### config.mk
export PLATFORM = sky130hd
export DESIGN_NAME = imm_gen_pipe
export DESIGN_NICKNAME = d
export VERILOG_FILES = /design/src/rtl/imm_gen_pipe.sv
export SDC_FILE = /design/constraint.sdc
export NUM_CORES = 1
export LEC_CHECK = 0
export ABC_AREA = 0
export CAP_MARGIN = 5
export CORE_MARGIN = 1.5
export CORE_UTILIZATION = 40
export DETAILED_ROUTE_END_ITERATION = 8
export PLACE_DENSITY_LB_ADDON = 0.2
export SLEW_MARGIN = 10
export SYNTH_ARGS = -nofsm -noshare
export SYNTH_HDL_FRONTEND = slang
export SYNTH_SLANG_ARGS = --single-unit
### constraint.sdc
create_clock -name clk -period 2.01 [get_ports clk]
set_input_delay 0.603 -clock clk [delete_from_list [all_inputs] [get_ports clk]]
set_output_delay 0.603 -clock clk [all_outputs]
set_load 0.01 [all_outputs]
### src/rtl/imm_gen_pipe.sv
// Pipelined RV32I/RV64I immediate generator with a valid/ready output stage
// backed by a one-entry skid register, so downstream stalls never lose or repeat a result.
module imm_gen_pipe #(
  parameter int XLEN  = 64,
  parameter int TAG_W = 8
) (
  input  logic              clk,
  input  logic              rst_n,
  input  logic              flush,
  input  logic              in_valid,
  output logic              in_ready,
  input  logic [31:0]       in_instr,
  input  logic [TAG_W-1:0]  in_tag,
  output logic              out_valid,
  input  logic              out_ready,
  output logic [XLEN-1:0]   out_imm,
  output logic [2:0]        out_fmt,
  output logic              out_no_imm,
  output logic [TAG_W-1:0]  out_tag
);

  localparam logic [2:0] FMT_NONE  = 3'd0;
  localparam logic [2:0] FMT_I     = 3'd1;
  localparam logic [2:0] FMT_S     = 3'd2;
  localparam logic [2:0] FMT_B     = 3'd3;
  localparam logic [2:0] FMT_U     = 3'd4;
  localparam logic [2:0] FMT_J     = 3'd5;
  localparam logic [2:0] FMT_SHAMT = 3'd6;

  localparam logic IS_RV64 = (XLEN == 32'sd64);

  typedef enum logic [1:0] {
    ST_EMPTY = 2'd0,
    ST_ONE   = 2'd1,
    ST_FULL  = 2'd2
  } state_t;

  state_t            state_r;
  state_t            state_nx_s;
  logic              in_ready_r;
  logic              out_valid_r;

  logic [XLEN-1:0]   m_imm_r;
  logic [2:0]        m_fmt_r;
  logic              m_no_imm_r;
  logic [TAG_W-1:0]  m_tag_r;
  logic [XLEN-1:0]   k_imm_r;
  logic [2:0]        k_fmt_r;
  logic              k_no_imm_r;
  logic [TAG_W-1:0]  k_tag_r;

  logic [6:0]        opc_s;
  logic [2:0]        funct3_s;
  logic              shift_op_s;
  logic [63:0]       imm_wide_s;
  logic [XLEN-1:0]   dec_imm_s;
  logic [2:0]        dec_fmt_s;
  logic              dec_no_imm_s;

  logic              accept_s;
  logic              ld_m_dec_s;
  logic              ld_m_skid_s;
  logic              ld_k_s;

  // Decoded values are built at 64 bits and truncated, which keeps RV32 and RV64 on one path.
  function automatic logic [63:0] sext12(input logic [11:0] v);
    return {{52{v[11]}}, v};
  endfunction

  // Combinational decode of the incoming word into immediate, format and no-immediate flag.
  always_comb begin
    opc_s      = in_instr[6:0];
    funct3_s   = in_instr[14:12];
    shift_op_s = (funct3_s == 3'b001) || (funct3_s == 3'b101);
    imm_wide_s = 64'd0;
    dec_fmt_s  = FMT_NONE;
    case (opc_s)
      7'b0010011: begin
        if (shift_op_s) begin
          dec_fmt_s = FMT_SHAMT;
          if (IS_RV64) begin
            imm_wide_s = {58'd0, in_instr[25:20]};
          end else begin
            imm_wide_s = {59'd0, in_instr[24:20]};
          end
        end else begin
          dec_fmt_s  = FMT_I;
          imm_wide_s = sext12(in_instr[31:20]);
        end
      end
      7'b0011011: begin
        // Word-sized ops only exist on RV64; on RV32 this opcode is treated as immediate-free.
        if (IS_RV64) begin
          if (shift_op_s) begin
            dec_fmt_s  = FMT_SHAMT;
            imm_wide_s = {59'd0, in_instr[24:20]};
          end else begin
            dec_fmt_s  = FMT_I;
            imm_wide_s = sext12(in_instr[31:20]);
          end
        end else begin
          dec_fmt_s  = FMT_NONE;
          imm_wide_s = 64'd0;
        end
      end
      7'b0000011, 7'b1100111, 7'b1110011: begin
        dec_fmt_s  = FMT_I;
        imm_wide_s = sext12(in_instr[31:20]);
      end
      7'b0100011: begin
        dec_fmt_s  = FMT_S;
        imm_wide_s = sext12({in_instr[31:25], in_instr[11:7]});
      end
      7'b1100011: begin
        dec_fmt_s  = FMT_B;
        imm_wide_s = {{51{in_instr[31]}}, in_instr[31], in_instr[7],
                      in_instr[30:25], in_instr[11:8], 1'b0};
      end
      7'b0110111, 7'b0010111: begin
        dec_fmt_s  = FMT_U;
        imm_wide_s = {{32{in_instr[31]}}, in_instr[31:12], 12'd0};
      end
      7'b1101111: begin
        dec_fmt_s  = FMT_J;
        imm_wide_s = {{43{in_instr[31]}}, in_instr[31], in_instr[19:12],
                      in_instr[20], in_instr[30:21], 1'b0};
      end
      default: begin
        dec_fmt_s  = FMT_NONE;
        imm_wide_s = 64'd0;
      end
    endcase
    dec_no_imm_s = (dec_fmt_s == FMT_NONE);
    dec_imm_s    = imm_wide_s[XLEN-1:0];
  end

  assign accept_s = in_valid & in_ready_r;

  // Next-state and register-load selection for the main/skid output stage.
  always_comb begin
    state_nx_s  = state_r;
    ld_m_dec_s  = 1'b0;
    ld_m_skid_s = 1'b0;
    ld_k_s      = 1'b0;
    case (state_r)
      ST_EMPTY: begin
        if (accept_s) begin
          state_nx_s = ST_ONE;
          ld_m_dec_s = 1'b1;
        end else begin
          state_nx_s = ST_EMPTY;
        end
      end
      ST_ONE: begin
        if (accept_s && out_ready) begin
          state_nx_s = ST_ONE;
          ld_m_dec_s = 1'b1;
        end else if (accept_s) begin
          state_nx_s = ST_FULL;
          ld_k_s     = 1'b1;
        end else if (out_ready) begin
          state_nx_s = ST_EMPTY;
        end else begin
          state_nx_s = ST_ONE;
        end
      end
      ST_FULL: begin
        if (out_ready) begin
          state_nx_s  = ST_ONE;
          ld_m_skid_s = 1'b1;
        end else begin
          state_nx_s = ST_FULL;
        end
      end
      default: begin
        state_nx_s = ST_EMPTY;
      end
    endcase
  end

  // State register; handshake outputs are registered from the next state.
  always_ff @(posedge clk or negedge rst_n) begin
    if (!rst_n) begin
      state_r     <= ST_EMPTY;
      in_ready_r  <= 1'b1;
      out_valid_r <= 1'b0;
    end else if (flush) begin
      state_r     <= ST_EMPTY;
      in_ready_r  <= 1'b1;
      out_valid_r <= 1'b0;
    end else begin
      state_r     <= state_nx_s;
      in_ready_r  <= (state_nx_s != ST_FULL);
      out_valid_r <= (state_nx_s != ST_EMPTY);
    end
  end

  // Main (M) and skid (K) data registers; a flush zeroes them so squashed data never shows.
  always_ff @(posedge clk or negedge rst_n) begin
    if (!rst_n) begin
      m_imm_r    <= '0;
      m_fmt_r    <= FMT_NONE;
      m_no_imm_r <= 1'b0;
      m_tag_r    <= '0;
      k_imm_r    <= '0;
      k_fmt_r    <= FMT_NONE;
      k_no_imm_r <= 1'b0;
      k_tag_r    <= '0;
    end else if (flush) begin
      m_imm_r    <= '0;
      m_fmt_r    <= FMT_NONE;
      m_no_imm_r <= 1'b0;
      m_tag_r    <= '0;
      k_imm_r    <= '0;
      k_fmt_r    <= FMT_NONE;
      k_no_imm_r <= 1'b0;
      k_tag_r    <= '0;
    end else begin
      if (ld_m_dec_s) begin
        m_imm_r    <= dec_imm_s;
        m_fmt_r    <= dec_fmt_s;
        m_no_imm_r <= dec_no_imm_s;
        m_tag_r    <= in_tag;
      end else if (ld_m_skid_s) begin
        m_imm_r    <= k_imm_r;
        m_fmt_r    <= k_fmt_r;
        m_no_imm_r <= k_no_imm_r;
        m_tag_r    <= k_tag_r;
      end
      if (ld_k_s) begin
        k_imm_r    <= dec_imm_s;
        k_fmt_r    <= dec_fmt_s;
        k_no_imm_r <= dec_no_imm_s;
        k_tag_r    <= in_tag;
      end
    end
  end

  assign in_ready   = in_ready_r;
  assign out_valid  = out_valid_r;
  assign out_imm    = m_imm_r;
  assign out_fmt    = m_fmt_r;
  assign out_no_imm = m_no_imm_r;
  assign out_tag    = m_tag_r;

endmodule
Word-level counts from Yosys, hierarchy flattened
Cells that the tools add are included.
Widths: inputs -> output; s select.

cells by class
  bitwise logic cells = 1
  reductions and logical operators = 10
  eq/ne operators = 15
  multiplexer cells = 41

operators with widths
  operator            count
  $mux 64             7
  $pmux 64 s7         1
  $mux 8              5
  $eq 7x7->1 const B  4
  $eq 7x5->1 const B  3
  $mux 3              6
  $pmux 3 s6          1
  $mux 1              15
  $eq 7x6->1 const B  2
  $mux 2              4
  $eq 7x2->1 const B  1
  $pmux 2 s3          1
  $reduce_bool 2->1   2
  $reduce_or 2->1     2
  $eq 3x1->1 const B  1
  $eq 3x3->1 const B  1
  $logic_not 3->1     1
  $reduce_bool 3->1   1
  $reduce_or 3->1     1
  $eq 2x1->1 const B  1
  $eq 2x2->1 const B  1
  $logic_not 2->1     1
  $ne 2x2->1 const B  1
  $pmux 1 s2          1
  3 further kinds     3

word-level totals
  input port bits = 45
  register bits = 156
  word-level logic and storage cells = 78
  output and inout port bits = 78

Depth between registers and ports, before layout
  word-level depth = 7
  mapped depth = 9
  mapped depth without buffers = 7

Worst setup path before layout
No wires, ideal clock.

  path type = input port to flip-flop
  start point = in in_valid
  end point = reg m_imm_r[1] (netlist: out_imm[1])
  data required time = 1.928 ns
  cell stages on the path = 9
  arrival = 1.868 ns
  setup time = 0.082 ns
  path buffers = 2
  path slack = 0.059 ns
  path through = and2_1 ha_1 nand2_1 a21o_1 buf_2 nor2_2 o21ai_2 buf_2 o22ai_1

between the ends
  longest elaborated chain between the ends = 6
  elaborated cells on any way between the ends = 8
  those cells by class = mux: 5; bitwise: 1; reduce/logical: 2

RTL lines
  what                  line  RTL
  start, declared       10    input logic in_valid,
  $and 1x1->1 *         137   assign accept_s = in_valid & in_ready_r;
  $logic_and 1x1->1     155   if (accept_s && out_ready) begin
  $mux 1                155
  $pmux 1 s2 *          145   case (state_r)
  $mux 64               219   if (ld_m_dec_s) begin
  $mux 64               209   end else if (flush) begin
  end signal, assigned  220   m_imm_r <= dec_imm_s;
  end signal, assigned  225   m_imm_r <= k_imm_r;
  end, declared         43    logic [XLEN-1:0] m_imm_r;

Mark *: on every way between the ends. The rest lies on a longest branch, timed or not.
A chain may end at the register's enable or synchronous reset.

Final worst setup path
  start point = in in_instr[3]
  end point = reg m_imm_r[27] (netlist: out_imm[27])

between the ends
  longest elaborated chain between the ends = 5
  elaborated cells on any way between the ends = 15
  those cells by class = eq/ne: 10; mux: 3; reduce/logical: 2

RTL lines
  what                                                line  RTL
  start, declared                                     12    input logic [31:0] in_instr,
  $eq 7x2->1, or another cell as far along            77    case (opc_s)
  $reduce_or 3->1 or $reduce_or 2->1 (tied branches)  77
  $pmux 64 s7 *                                       77
  $mux 64 *                                           219
  $mux 64 *                                           209

Marks and branches as above.

==> impl_metrics.yaml <==
outcome:
  status: "completed"
routing:
  num_vias: 4237
  ant_nets: 0
  first_iter_violations: 156
  firstDrtPassIters: 4
  wl_per_cell_um: 17.3
  vias_per_cell: 5.40
  drc: 0
  routed_wl_um: 13600
power:
  combPwrFrac: 0.168
  p_sw_frac: 0.261
  powerDensity_mw_per_mm2: 584
  power.switching_w: 0.00110
  p_leak_nw: 3.32
  internal-power_w: 0.00312
  pwr-share-seq: 0.454
  peakVddDrop_uv: 323
  clockPowerShare: 0.378
layout:
  area_growth_pct: 46.4
  n_antenna_cell: 0
  ff_latch_area_mm2: 0.00230
  drive_gt1_frac: 0.282
  multi_input_area_mm2: 0.00233
  fillCellCount: 1054
  fin_nets: 680
worst_setup_path:
  r2r-start: "in_ready$_DFF_PN1_"
  crit_slowest_cell: "a211o_4"
  critPathKind: "in -> reg"
  path_delay_family: "compound AO/OA/AOI/OAI gates"
  cp.arrival_ns: 2.19
  rrSetupSlack_ns: 0.15
  r2r_cells: 9
  critPathBufInv: 5
  end_kind: "register"
  cp.required_ns: 2.28
  crit_path_max_incr_delay_ns: 0.32
  crit_fanout: 6
  cp_cell_sequence: "dlygate4sd2_1 -> buf_6 -> buf_4 -> a211o_4 -> o211ai_4 -> buf_12 -> buf_16 -> a22oi_2 -> o22ai_2"
  critPathLaunchType: "input pin"
  rr_endpoint: "out_imm[26]$_DFFE_PN0P_"
  cp.depth: 9
sta:
  skew_ns: 0.00581
  whs_ns: 0.204
  fmax_ghz: 0.520
  slew_headroom: 0.700
  finalHoldViolations: 0
  setup_viol: 0
  drv_slew: 0
  worst_slack_ns: 0.0858
  fin_crit_sh: 0.957
  finalCriticalPeriod_ns: 1.92
  tightest_slew_ns: 0.450
place:
  io_buffers: 122
  dp_hpwl_um: 9380
  place_worst_setup_slack_ns: -0.523
  place.gp.congestion: 0.855
global_route:
  first_global_vias: 4247
  grt_util_all_layers: 0.215
  grt_max_degree: 35
  grt_pass1_wl_um: 21900
  grt_antenna_before_repair: 0
  gr-total-overflow: 0
die:
  io_pins: 123
  die_area_mm2: 0.0130
  start_util: 0.411
  coreArea_mm2: 0.0120
  num_rows: 40
  die_h_um: 114
  die_x_um: 114
synth:
  synth_enable_flop_cells: 0
  ys_seq_area_frac: 0.467
  synth_cell_types: 51
  syn_area_mm2: 0.00493
  synth-simple-area-share: 0.119
  syn_inst: 477
  yosysWarnings: 0
  muxShareOfSynthArea: 0.0916
  synth_xor_area_frac: 0.00178
  async_flop_share: 1.00
  syn-num-nets: 524
  synthAdderAreaFrac: 0.00507
  synth_top_family_by_area: "compound AO/OA/AOI/OAI gates"
  ys_ff_latch: 92
  synth_compound_area_frac: 0.226
  postSynthAreaPerCell_um2: 10.3
  synthFlopType: "dfrtp_1"
hold_path:
  hold_class: "in -> async"
cts:
  cts_root_buffer: "clkbuf_16"
  cts_tree: "built"
  cts.sinks: 92
  clk_latency_ns: 0.34
  ctsHtreeMaxLevel: 3
  clk_pin_slew_ns: 0.07
  cts_buffers: 9
  clk_path_buf_depth: 2
  ctsHoldBuffers: 0
run:
  drv_cap: 0
[worst max-delay path by stage]
stage,endpoint,slack (ns),startpoint
5_1_grt,out_imm[4]$_DFFE_PN0P_,-0.01,in_instr[6]
6_report,out_imm[27]$_DFFE_PN0P_,0.09,in_instr[3]
3_3_place_gp,out_imm[27]$_DFFE_PN0P_,-0.48,in_instr[6]
4_1_cts,k_imm_r[18]$_DFFE_PN0P_,0.01,out_ready
2_1_floorplan,out_imm[1]$_DFFE_PN0P_,0.06,in_valid
3_5_place_dp,out_imm[26]$_DFFE_PN0P_,-0.52,in_instr[4]
[layer usage]
metal  track usage  wire, um
met2         0.371      6790
met5             0         0
met1         0.276      5940
met3        0.0351       560
met4        0.0708       278
[state kept, by name, summed over array words and instances (netlist names)]
| register | count |
|---|---|
| in_ready | 1 |
| k_fmt_r | 3 |
| k_imm_r | 32 |
| k_no_imm_r | 1 |
| k_tag_r | 8 |
| out_fmt | 3 |
| out_imm | 32 |
| out_no_imm | 1 |
| out_tag | 8 |
| out_valid | 1 |
| state_r | 2 |
[worst reg2reg max path, delay by kind of cell, from the launching register on]
family	cells	cell delay, ns
AOI/OAI and AO/OA	3	0.45
adders and majority gates	1	0.16
buffers and inverters	2	0.28
DFF	1	0.54
and+or+nand+nor	3	0.34
[stage by stage]
stage               cell area (um2)  power [W]   util  std cells  setup TNS [ns]
global placement               6590    0.00260  0.549        752          -35.19
floorplan                      4930    0.00223      -        477               0
finish                         7220    0.00422  0.601        785               0
global route                   7220    0.00438  0.601        785         -0.0113
CTS                            7230    0.00425  0.602        786               0
detailed placement             6590    0.00261  0.549        752          -38.19
[Yosys cell counts, drive strengths merged (2+ instances only)]
| cell type | count | area [um2] |
|---|---|---|
| a211oi | 12 | 90.1 |
| a21o | 2 | 15.0 |
| a21oi | 22 | 110 |
| a22oi | 23 | 223 |
| a31oi | 2 | 12.5 |
| a32o | 6 | 60.1 |
| and2 | 5 | 31.3 |
| and3 | 4 | 25.0 |
| and4b | 2 | 20.0 |
| buf | 60 | 403 |
| clkbuf | 6 | 23.8 |
| dfrtp | 91 | 2280 |
| ha | 2 | 25.0 |
| inv | 5 | 18.8 |
| mux2 | 9 | 101 |
| mux2i | 35 | 350 |
| nand2 | 52 | 195 |
| nand2b | 4 | 25.0 |
| nand3 | 13 | 65.1 |
| nand3b | 5 | 50.1 |
| nor2 | 20 | 80.1 |
| nor2b | 2 | 12.5 |
| nor3 | 7 | 46.3 |
| o211ai | 4 | 53.8 |
| o21ai | 51 | 300 |
| o22ai | 21 | 194 |
[logic make-up (layout without fill, tap and decap cells)]
family,count (synthesis),after routing
adders and majority gates,2,2
xor gates and xnor gates,1,1
AOI/OAI and AO/OA,148,148
muxes,44,44
DFF,92,92
and+or+nand+nor,119,119
buffers and inverters,71,232
[area by class of cell]
class | count | area share
inverters | 5 | 0.00260
multi-input cells | 314 | 0.323
repair buffers | 211 | 0.291
well taps | 147 | 0.0255
flip-flops and latches | 92 | 0.319
clock inverters | 5 | 0.00520
clock buffers | 11 | 0.0336
[cells in the final DEF, fill, tap and decap left out, types with 13 or more instances in the layout]
cell and instances:
a22oi_2 18, clkdlybuf4s50_1 78, mux2i_1 35, o21ai_0 28, buf_12 13, dfrtp_1 91, nand2_1 50, buf_4 63
nor2_1 17, a21oi_1 22, dlygate4sd2_1 39
[timing repair]
item / CTS / global route
pin swaps: 14 / 7
cloned: 5 / 0
endpoints found under the setup margin: 106 / 65
buffers inserted: 13 / 0
resized for setup: 80 / 17
[power by group through the flow]
stage	logic, W	clock network [W]	registers [W]
after floorplan	0.000270	0	0.00196
after global placement	0.000652	0	0.00195
after detailed placement	0.000657	0	0.00195
after CTS	0.000710	0.00162	0.00191
after global routing	0.000759	0.00170	0.00192
final	0.000707	0.00160	0.00191
No activity file was read; power rests on OpenSTA's default activity.
